File: src/rtl/i2s_rx.sv
// i2s_rx: I2S record-path deserializer delivering BPS-bit samples as strobes on in_clk
module i2s_rx #(
   parameter int BPS = 24
) (
   input  logic           in_clk,
   input  logic           in_reset_n,
   input  logic           in_enable,
   input  logic           in_BCLK,
   input  logic           in_RECLRC,
   input  logic           in_RECDAT,
   output logic [BPS-1:0] out_frame,
   output logic           out_channel,
   output logic           out_ready,
   output logic           out_short
);
   localparam int CW = $clog2(BPS + 1);
   typedef logic [BPS-1:0] word_t;
   typedef logic [CW-1:0] cnt_t;
   typedef enum logic [1:0] {IDLE, ARM, SHIFT, DONE} state_t;

   state_t     state, state_nxt;
   logic [2:0] bclk_s;
   logic [1:0] lrc_s, dat_s;
   logic       lrc_prev, primed, rise, lrc_change;
   word_t      sh, sh_nxt;
   cnt_t       cnt, cnt_nxt;
   logic       ch, ch_nxt, emit, emit_nxt, short_q, short_nxt, emit_ch, emit_ch_nxt;

   assign rise       = bclk_s[1] & ~bclk_s[2];
   assign lrc_change = rise & primed & (lrc_s[1] != lrc_prev);

   // Synchronizers and LRC tracking; the first BCLK edge after reset only primes lrc_prev so a mid-slot start never arms
   always_ff @(posedge in_clk or negedge in_reset_n)
      if (!in_reset_n) begin
         bclk_s   <= '0;
         lrc_s    <= '0;
         dat_s    <= '0;
         lrc_prev <= 1'b0;
         primed   <= 1'b0;
      end else begin
         bclk_s <= {bclk_s[1:0], in_BCLK};
         lrc_s  <= {lrc_s[0], in_RECLRC};
         dat_s  <= {dat_s[0], in_RECDAT};
         if (rise) begin
            lrc_prev <= lrc_s[1];
            primed   <= 1'b1;
         end
      end

   // Framing FSM: the bit coinciding with an LRC change closes the old slot, the next bit is the new MSB
   always_comb begin
      state_nxt   = state;
      sh_nxt      = sh;
      cnt_nxt     = cnt;
      ch_nxt      = ch;
      emit_nxt    = 1'b0;
      short_nxt   = 1'b0;
      emit_ch_nxt = emit_ch;
      if (!in_enable)
         state_nxt = IDLE;
      else if (rise)
         case (state)
            IDLE: if (lrc_change) begin
               state_nxt = ARM;
               ch_nxt    = lrc_s[1];
            end
            ARM: begin
               sh_nxt    = {dat_s[1], {(BPS-1){1'b0}}};
               cnt_nxt   = cnt_t'(1);
               state_nxt = SHIFT;
            end
            SHIFT: begin
               sh_nxt  = sh | (word_t'(dat_s[1]) << (cnt_t'(BPS - 1) - cnt));
               cnt_nxt = cnt + 1'b1;
               if (lrc_change || cnt_nxt == cnt_t'(BPS)) begin
                  emit_nxt    = 1'b1;
                  short_nxt   = cnt_nxt != cnt_t'(BPS);
                  emit_ch_nxt = ch;
                  state_nxt   = lrc_change ? ARM : DONE;
                  ch_nxt      = lrc_change ? lrc_s[1] : ch;
               end
            end
            DONE: if (lrc_change) begin
               state_nxt = ARM;
               ch_nxt    = lrc_s[1];
            end
            default: state_nxt = IDLE;
         endcase
   end

   // Capture state register
   always_ff @(posedge in_clk or negedge in_reset_n)
      if (!in_reset_n) begin
         state   <= IDLE;
         sh      <= '0;
         cnt     <= '0;
         ch      <= 1'b0;
         emit    <= 1'b0;
         short_q <= 1'b0;
         emit_ch <= 1'b0;
      end else begin
         state   <= state_nxt;
         sh      <= sh_nxt;
         cnt     <= cnt_nxt;
         ch      <= ch_nxt;
         emit    <= emit_nxt;
         short_q <= short_nxt;
         emit_ch <= emit_ch_nxt;
      end

   // Output register: strobes last one cycle, word and channel hold until the next strobe
   always_ff @(posedge in_clk or negedge in_reset_n)
      if (!in_reset_n) begin
         out_frame   <= '0;
         out_channel <= 1'b0;
         out_ready   <= 1'b0;
         out_short   <= 1'b0;
      end else begin
         out_ready <= emit;
         out_short <= short_q;
         if (emit) begin
            out_frame   <= sh;
            out_channel <= emit_ch;
         end
      end
endmodule

File: config.mk
export PLATFORM = sky130hd
export DESIGN_NAME = i2s_rx
export DESIGN_NICKNAME = d
export VERILOG_FILES = /design/src/rtl/i2s_rx.sv
export SDC_FILE = /design/constraint.sdc
export NUM_CORES = 1
export LEC_CHECK = 0
export BUFFER_PORTS_ARGS = -buffer_cell sky130_fd_sc_hd__buf_2
export CAP_MARGIN = 5
export CORE_MARGIN = 4
export CORE_UTILIZATION = 41
export DETAILED_ROUTE_END_ITERATION = 8
export PLACE_DENSITY = 0.61
export SETUP_SLACK_MARGIN = 0.2
export SYNTH_ARGS = -nofsm -noshare
export SYNTH_HDL_FRONTEND = slang
export SYNTH_SLANG_ARGS = --single-unit
File: constraint.sdc
create_clock -name in_clk -period 2.8 [get_ports in_clk]
set_clock_uncertainty 0.15 [all_clocks]
set_input_delay 0.42 -clock in_clk [delete_from_list [all_inputs] [get_ports in_clk]]
set_output_delay 0.42 -clock in_clk [all_outputs]
set_load 0.02 [all_outputs]
Word-level counts from Yosys, hierarchy flattened:

Cells that the tools add are included.

* bits in registers: 71
* input port bits: 6
* output and inout port bits: 27
* word-level logic and storage cells: 62

* add/sub/neg operators: 2
* equality and inequality tests: 10
* shifts and indexed selects: 1
* mux-type cells: 19
* bitwise logic cells: 5
* reduce and logical (&&, ||, !) cells: 9

Operator list (number)
* 24-bit case mux with 2 select lines: 1
* 24-bit OR: 1
* 1-bit by 5-bit << shifter with 24-bit output: 1
* 1-bit two-way mux: 10
* 2-bit two-way mux: 5
* 5-bit case mux with 2 select lines: 1
* 4-bit AND reduction: 2
* 2-bit case mux with 3 select lines: 1
* 3-bit AND reduction: 2
* 5-bit by 1-bit adder with 5-bit output, second input constant: 1
* 5-bit == test, second input constant: 1
* 5-bit != test, second input constant: 1
* 5-bit subtractor, first input constant: 1
* 2-bit == test, second input constant: 2
* 2-bit nonzero test: 2
* 1-bit AND: 3
* 3-bit by 2-bit != test with 1-bit output, second input constant: 1
* 3-bit != test, second input constant: 1
* 2-bit by 1-bit == test with 1-bit output, second input constant: 1
* 2-bit zero test: 1
* 2-bit by 1-bit != test with 1-bit output, second input constant: 1
* 2-bit != test, second input constant: 1
* 1-bit case mux with 2 select lines: 1
* 2-bit OR reduction: 1
* other kinds (3): 3

Logic depth before layout (Yosys ltp):

* depth after elaboration: 9
* depth in mapped cells: 8
* gate-level depth less buffers: 7

Worst setup path before layout:

No wires, ideal clock.

* path kind: register to register
* start point: register state[0]
* end point: register sh[14]
* setup time: 121 ps
* data arrival time: 1696 ps
* required time: 2529 ps
* slack: 833 ps
* stages on the path, launching flop included: 8
* path buffers: 2
* period minus slack after synthesis: 1967 ps
* cell sequence: dfrtp_1 -> inv_1 -> ha_1 -> nand4bb_1 -> or2_2 -> clkbuf_1 -> buf_2 -> a22o_1

* cells in the longest elaborated chain, start to end: 3
* elaborated cells on any way between the ends: 5
* classes of those cells: 2 x eq/ne; 1 x mux; 2 x reduce/logical

RTL lines
* start: declaration: RTL line 21 `state_t state, state_nxt;`
* start signal: assignment: RTL line 102 `state <= state_nxt;`
* 2-bit == test or 2-bit by 1-bit == test with 1-bit output (tied branches): RTL line 62 `case (state)`
* 2-bit nonzero test (no source line)
* 3-bit AND reduction (no source line)
* end signal: assignment: RTL line 103 `sh <= sh_nxt;`
* end: declaration: RTL line 25 `word_t sh, sh_nxt;`

Several ways; a longest one is shown, not always the timed one.
A chain may end at the register's enable or synchronous reset.

Worst setup path in the final report:

* start point: register state[0]
* end point: register sh[5]

Same word-level chain as after synthesis.

==> impl_table.tex <==
\begin{tabular}{lr}
\hline
Metric & Value \\
\hline
\multicolumn{2}{l}{\textbf{Run status}} \\
Status & completed \\
\multicolumn{2}{l}{\textbf{Route}} \\
Routed Antenna Nets & 0 \\
Via density per instance & 5.11 \\
Vias after detailed routing & 1741 \\
Number of design-rule violations left by the first detailed-router iteration & 84 \\
Routed len/inst & 14.2 µm \\
Total length of routed wires & 4.84 mm \\
Residual DRC & 0 \\
First-pass iteration count of the detailed router & 4 \\
\multicolumn{2}{l}{\textbf{Synth}} \\
Ranking of synthesized cells by instance count & sky130\_fd\_sc\_hd\_\_dfrtp\_1, sky130\_fd\_sc\_hd\_\_mux2\_2, sky130\_fd\_sc\_hd\_\_nand2\_1 \\
Most frequent cell after synthesis & sky130\_fd\_sc\_hd\_\_dfrtp\_1 \\
Leading post-synthesis cells by cell area & sky130\_fd\_sc\_hd\_\_dfrtp\_1, sky130\_fd\_sc\_hd\_\_mux2\_2, sky130\_fd\_sc\_hd\_\_nand2\_1, sky130\_fd\_sc\_hd\_\_a22o\_1, sky130\_fd\_sc\_hd\_\_o21ai\_0 \\
Register area share after synthesis & 63.8\% \\
Xor and xnor fraction of the mapped netlist area & 0.315\% \\
Top flip-flop cell by instance count after synthesis & sky130\_fd\_sc\_hd\_\_dfrtp\_1 \\
Syn\_nets & 231 \\
Number of enable-type register cells in the synthesized netlist & 0 \\
Syn Area/Cell & 12.5 µm² \\
Main combinational cell family by area after synthesis & simple AND/OR/NAND/NOR gates \\
Async S/R FF share, synth & 100\% \\
Post-synthesis simple-gate area fraction & 11.7\% \\
Complex-gate fraction of the synthesized area & 9.08\% \\
Cell count after synthesis & 222 \\
Adder-cell share of the synthesized area & 1.35\% \\
Distinct cell type count after synthesis & 37 \\
Post-synthesis instance area & 0.00278 mm² \\
Area share of the leading cell type in the synthesized netlist & 63.8\% \\
Multiplexer share of the synthesized area & 11.3\% \\
FF+latch count, synth & 71 \\
Synth Warn \# & 0 \\
Post-synth top area cell & sky130\_fd\_sc\_hd\_\_dfrtp\_1 \\
\multicolumn{2}{l}{\textbf{Place}} \\
Placed wire-length estimate & 3.33 mm \\
IO buf count & 32 \\
RePlAce Congestion & 0.859 \\
\multicolumn{2}{l}{\textbf{GRT}} \\
First-pass GRT wire length & 8.87 mm \\
Via count of the first global-routing pass & 1804 \\
Global-route total usage across every layer & 13.5\% \\
Largest net degree at the start of global routing & 32 \\
Number of antenna violations at the first check in global routing & 0 \\
Total overflow reported by the global router & 0 \\
\multicolumn{2}{l}{\textbf{Clocking}} \\
CTS tree & yes \\
Clock Path Buffers & 2 \\
Cell at the root of the clock tree & sky130\_fd\_sc\_hd\_\_clkbuf\_8 \\
CTS H-tree lvls & 3 \\
Number of buffers inserted by post-CTS setup repair & 0 \\
Later-pin clock latency in the skew report & 340 ps \\
Cts bufs inserted & 9 \\
Sink Count & 71 \\
Clock-pin slew of the registers on the worst-case setup and hold paths & 80 ps \\
\multicolumn{2}{l}{\textbf{Worst setup path}} \\
Element type at the critical path start & flop \\
Critical path buffers and inverters & 1 \\
Delay of the slowest cell on the worst path & 480 ps \\
Crit Path Max Fanout & 11 \\
Kind of critical path & reg -> reg \\
CP max-delay cell & sky130\_fd\_sc\_hd\_\_nand4bb\_1 \\
Cell-by-cell listing of the critical path & inv\_1 > ha\_1 > nand4bb\_1 > nor3b\_1 > nand3\_1 > o21ai\_0 \\
Crit end category & flop \\
Required time of the critical path & 2900 ps \\
Arrival @ worst endpoint & 2480 ps \\
CP top delay family & simple AND/OR/NAND/NOR gates \\
\multicolumn{2}{l}{\textbf{Floorplanning}} \\
Die outline height & 90.4 µm \\
Placeable core area & 0.00646 mm² \\
Die ar. & 0.00817 mm² \\
Initial cell density of the core & 43.1\% \\
Number of primary I/O pins & 33 \\
\# rows & 29 \\
Die Width & 90.4 µm \\
\multicolumn{2}{l}{\textbf{Hold path}} \\
Kind of path behind the tightest hold check & in -> reg \\
\multicolumn{2}{l}{\textbf{Timing}} \\
Worst slew margin & 58.5\% \\
Total negative setup slack & 0 ps \\
Final Setup Violations & 0 \\
Part of the cycle the worst path needs & 85.0\% \\
Maximum achievable frequency & 420 MHz \\
Number of max-slew violations in the final report & 0 \\
Final min period & 2380 ps \\
Final-report hold violation count & 0 \\
Setup repair after global routing missed its margin & yes \\
Actual slew at the worst max-slew pin & 621 ps \\
\multicolumn{2}{l}{\textbf{Layout}} \\
Net count, final & 268 \\
Synthesis-to-finish area growth & 16.0\% \\
Proportion of layout cells with a drive suffix above 1 & 33.0\% \\
Diode count & 0 \\
\multicolumn{2}{l}{\textbf{Power}} \\
Peak supply drop & 0.484 mV \\
Power Density & 625 mW/mm² \\
Cell leakage power & 1.62 nW \\
Total design power & 0.00202 W \\
\multicolumn{2}{l}{\textbf{Job}} \\
Max-capacitance violation count & 0 \\
\hline
\end{tabular}
[cell families after synthesis]
group,Yosys count
flip-flops,71
AND/OR/NAND/NOR,64
multiplexers,28
AO/OA/AOI/OAI,39
XOR/XNOR,1
adder cells (fa/ha/maj),3
buffers and inverters,16
[metrics by stage]
step	util, %	setup WS (ps)	instances	area [µm²]	hold slack (ps)
3_5_place_dp	47.0	427	324	3030	185
6_report	50.0	421	341	3230	42.7
3_3_place_gp	47.0	448	324	3030	182
5_1_grt	50.0	161	341	3230	23.9
2_1_floorplan	-	833	222	2780	-25.6
4_1_cts	49.8	403	341	3220	22.4
[path summary, 6_finish.rpt]
check | start | end | slack (ps) | cells after the start
setup / recovery | state[0]$_DFFE_PN0P_ | sh[5]$_DFFE_PN0P_ | 420 | 6
hold / removal | in_RECDAT | dat_s[0]$_DFF_PN0_ | 40 | 1
setup reg to reg | state[0]$_DFFE_PN0P_ | sh[5]$_DFFE_PN0P_ | 420 | 6
hold reg to reg | lrc_s[0]$_DFF_PN0_ | lrc_s[1]$_DFF_PN0_ | 200 | 0
max in group asynchronous | in_reset_n | bclk_s[1]$_DFF_PN0_ | 1390 | 3
min in group asynchronous | in_reset_n | out_short$_DFF_PN0_ | 470 | 2
[worst reg2reg max path, cell delays in order, from the launching register on]
cell and delay (ps):
sky130_fd_sc_hd__dfrtp_1 380, sky130_fd_sc_hd__inv_1 50, sky130_fd_sc_hd__ha_1 340, sky130_fd_sc_hd__nand4bb_1 480, sky130_fd_sc_hd__nor3b_1 450, sky130_fd_sc_hd__nand3_1 230
sky130_fd_sc_hd__o21ai_0 220
[cell type report]
| type | count | area, µm² |
|---|---|---|
| Fill cell | 610 | 3230 |
| Sequential cell | 71 | 1780 |
| Multi-Input combinational cell | 135 | 950 |
| Timing Repair Buffer | 37 | 213 |
| Clock buffer | 10 | 138 |
| Tap cell | 77 | 96.3 |
| Clock inverter | 6 | 36.3 |
| Inverter | 5 | 18.8 |
[per-layer routing]
layer / up-vias / global-route usage [%] / wire, µm
li1: 854 / - / -
met1: 847 / 17.6 / 2350
met2: 34 / 21.0 / 2230
met3: 6 / 4.67 / 212
met4: 0 / 4.34 / 57
met5: - / 0 / 0
[where the power goes]
part	internal, W	switching (W)
registers	0.00108	0.0000750
logic	0.0000666	0.0000920
clock network	0.000340	0.000367
[flip-flops by register name, indices dropped and copies added, names as in the netlist, 2 cells and up]
signal	cells
sh	24
bclk_s	3
dat_s	2
out_frame	24
cnt	5
lrc_s	2
state	2
[placed cells by master (no fill, tap or decap), drive strengths merged, types with 2 or more instances in the layout]
master | Yosys | layout
a21o | 2 | 2
a21oi | 11 | 11
a22o | 8 | 8
buf | 6 | 36
clkbuf | 5 | 10
clkinv | 0 | 5
dfrtp | 71 | 71
ha | 3 | 3
inv | 5 | 5
mux2 | 27 | 27
nand2 | 21 | 21
nand2b | 3 | 3
nand3 | 9 | 9
nand4 | 2 | 2
nor2 | 11 | 11
nor2b | 2 | 2
nor3 | 2 | 2
nor3b | 4 | 4
o21ai | 14 | 14
or2 | 2 | 2
[repair_timing]
item                                    CTS  global route
hold buffers                              1             0
endpoints found under the setup margin    0            10
resized for setup                         0             2
endpoints found under the hold margin    24             0
Note: power is estimated with default switching activity, not from simulation.
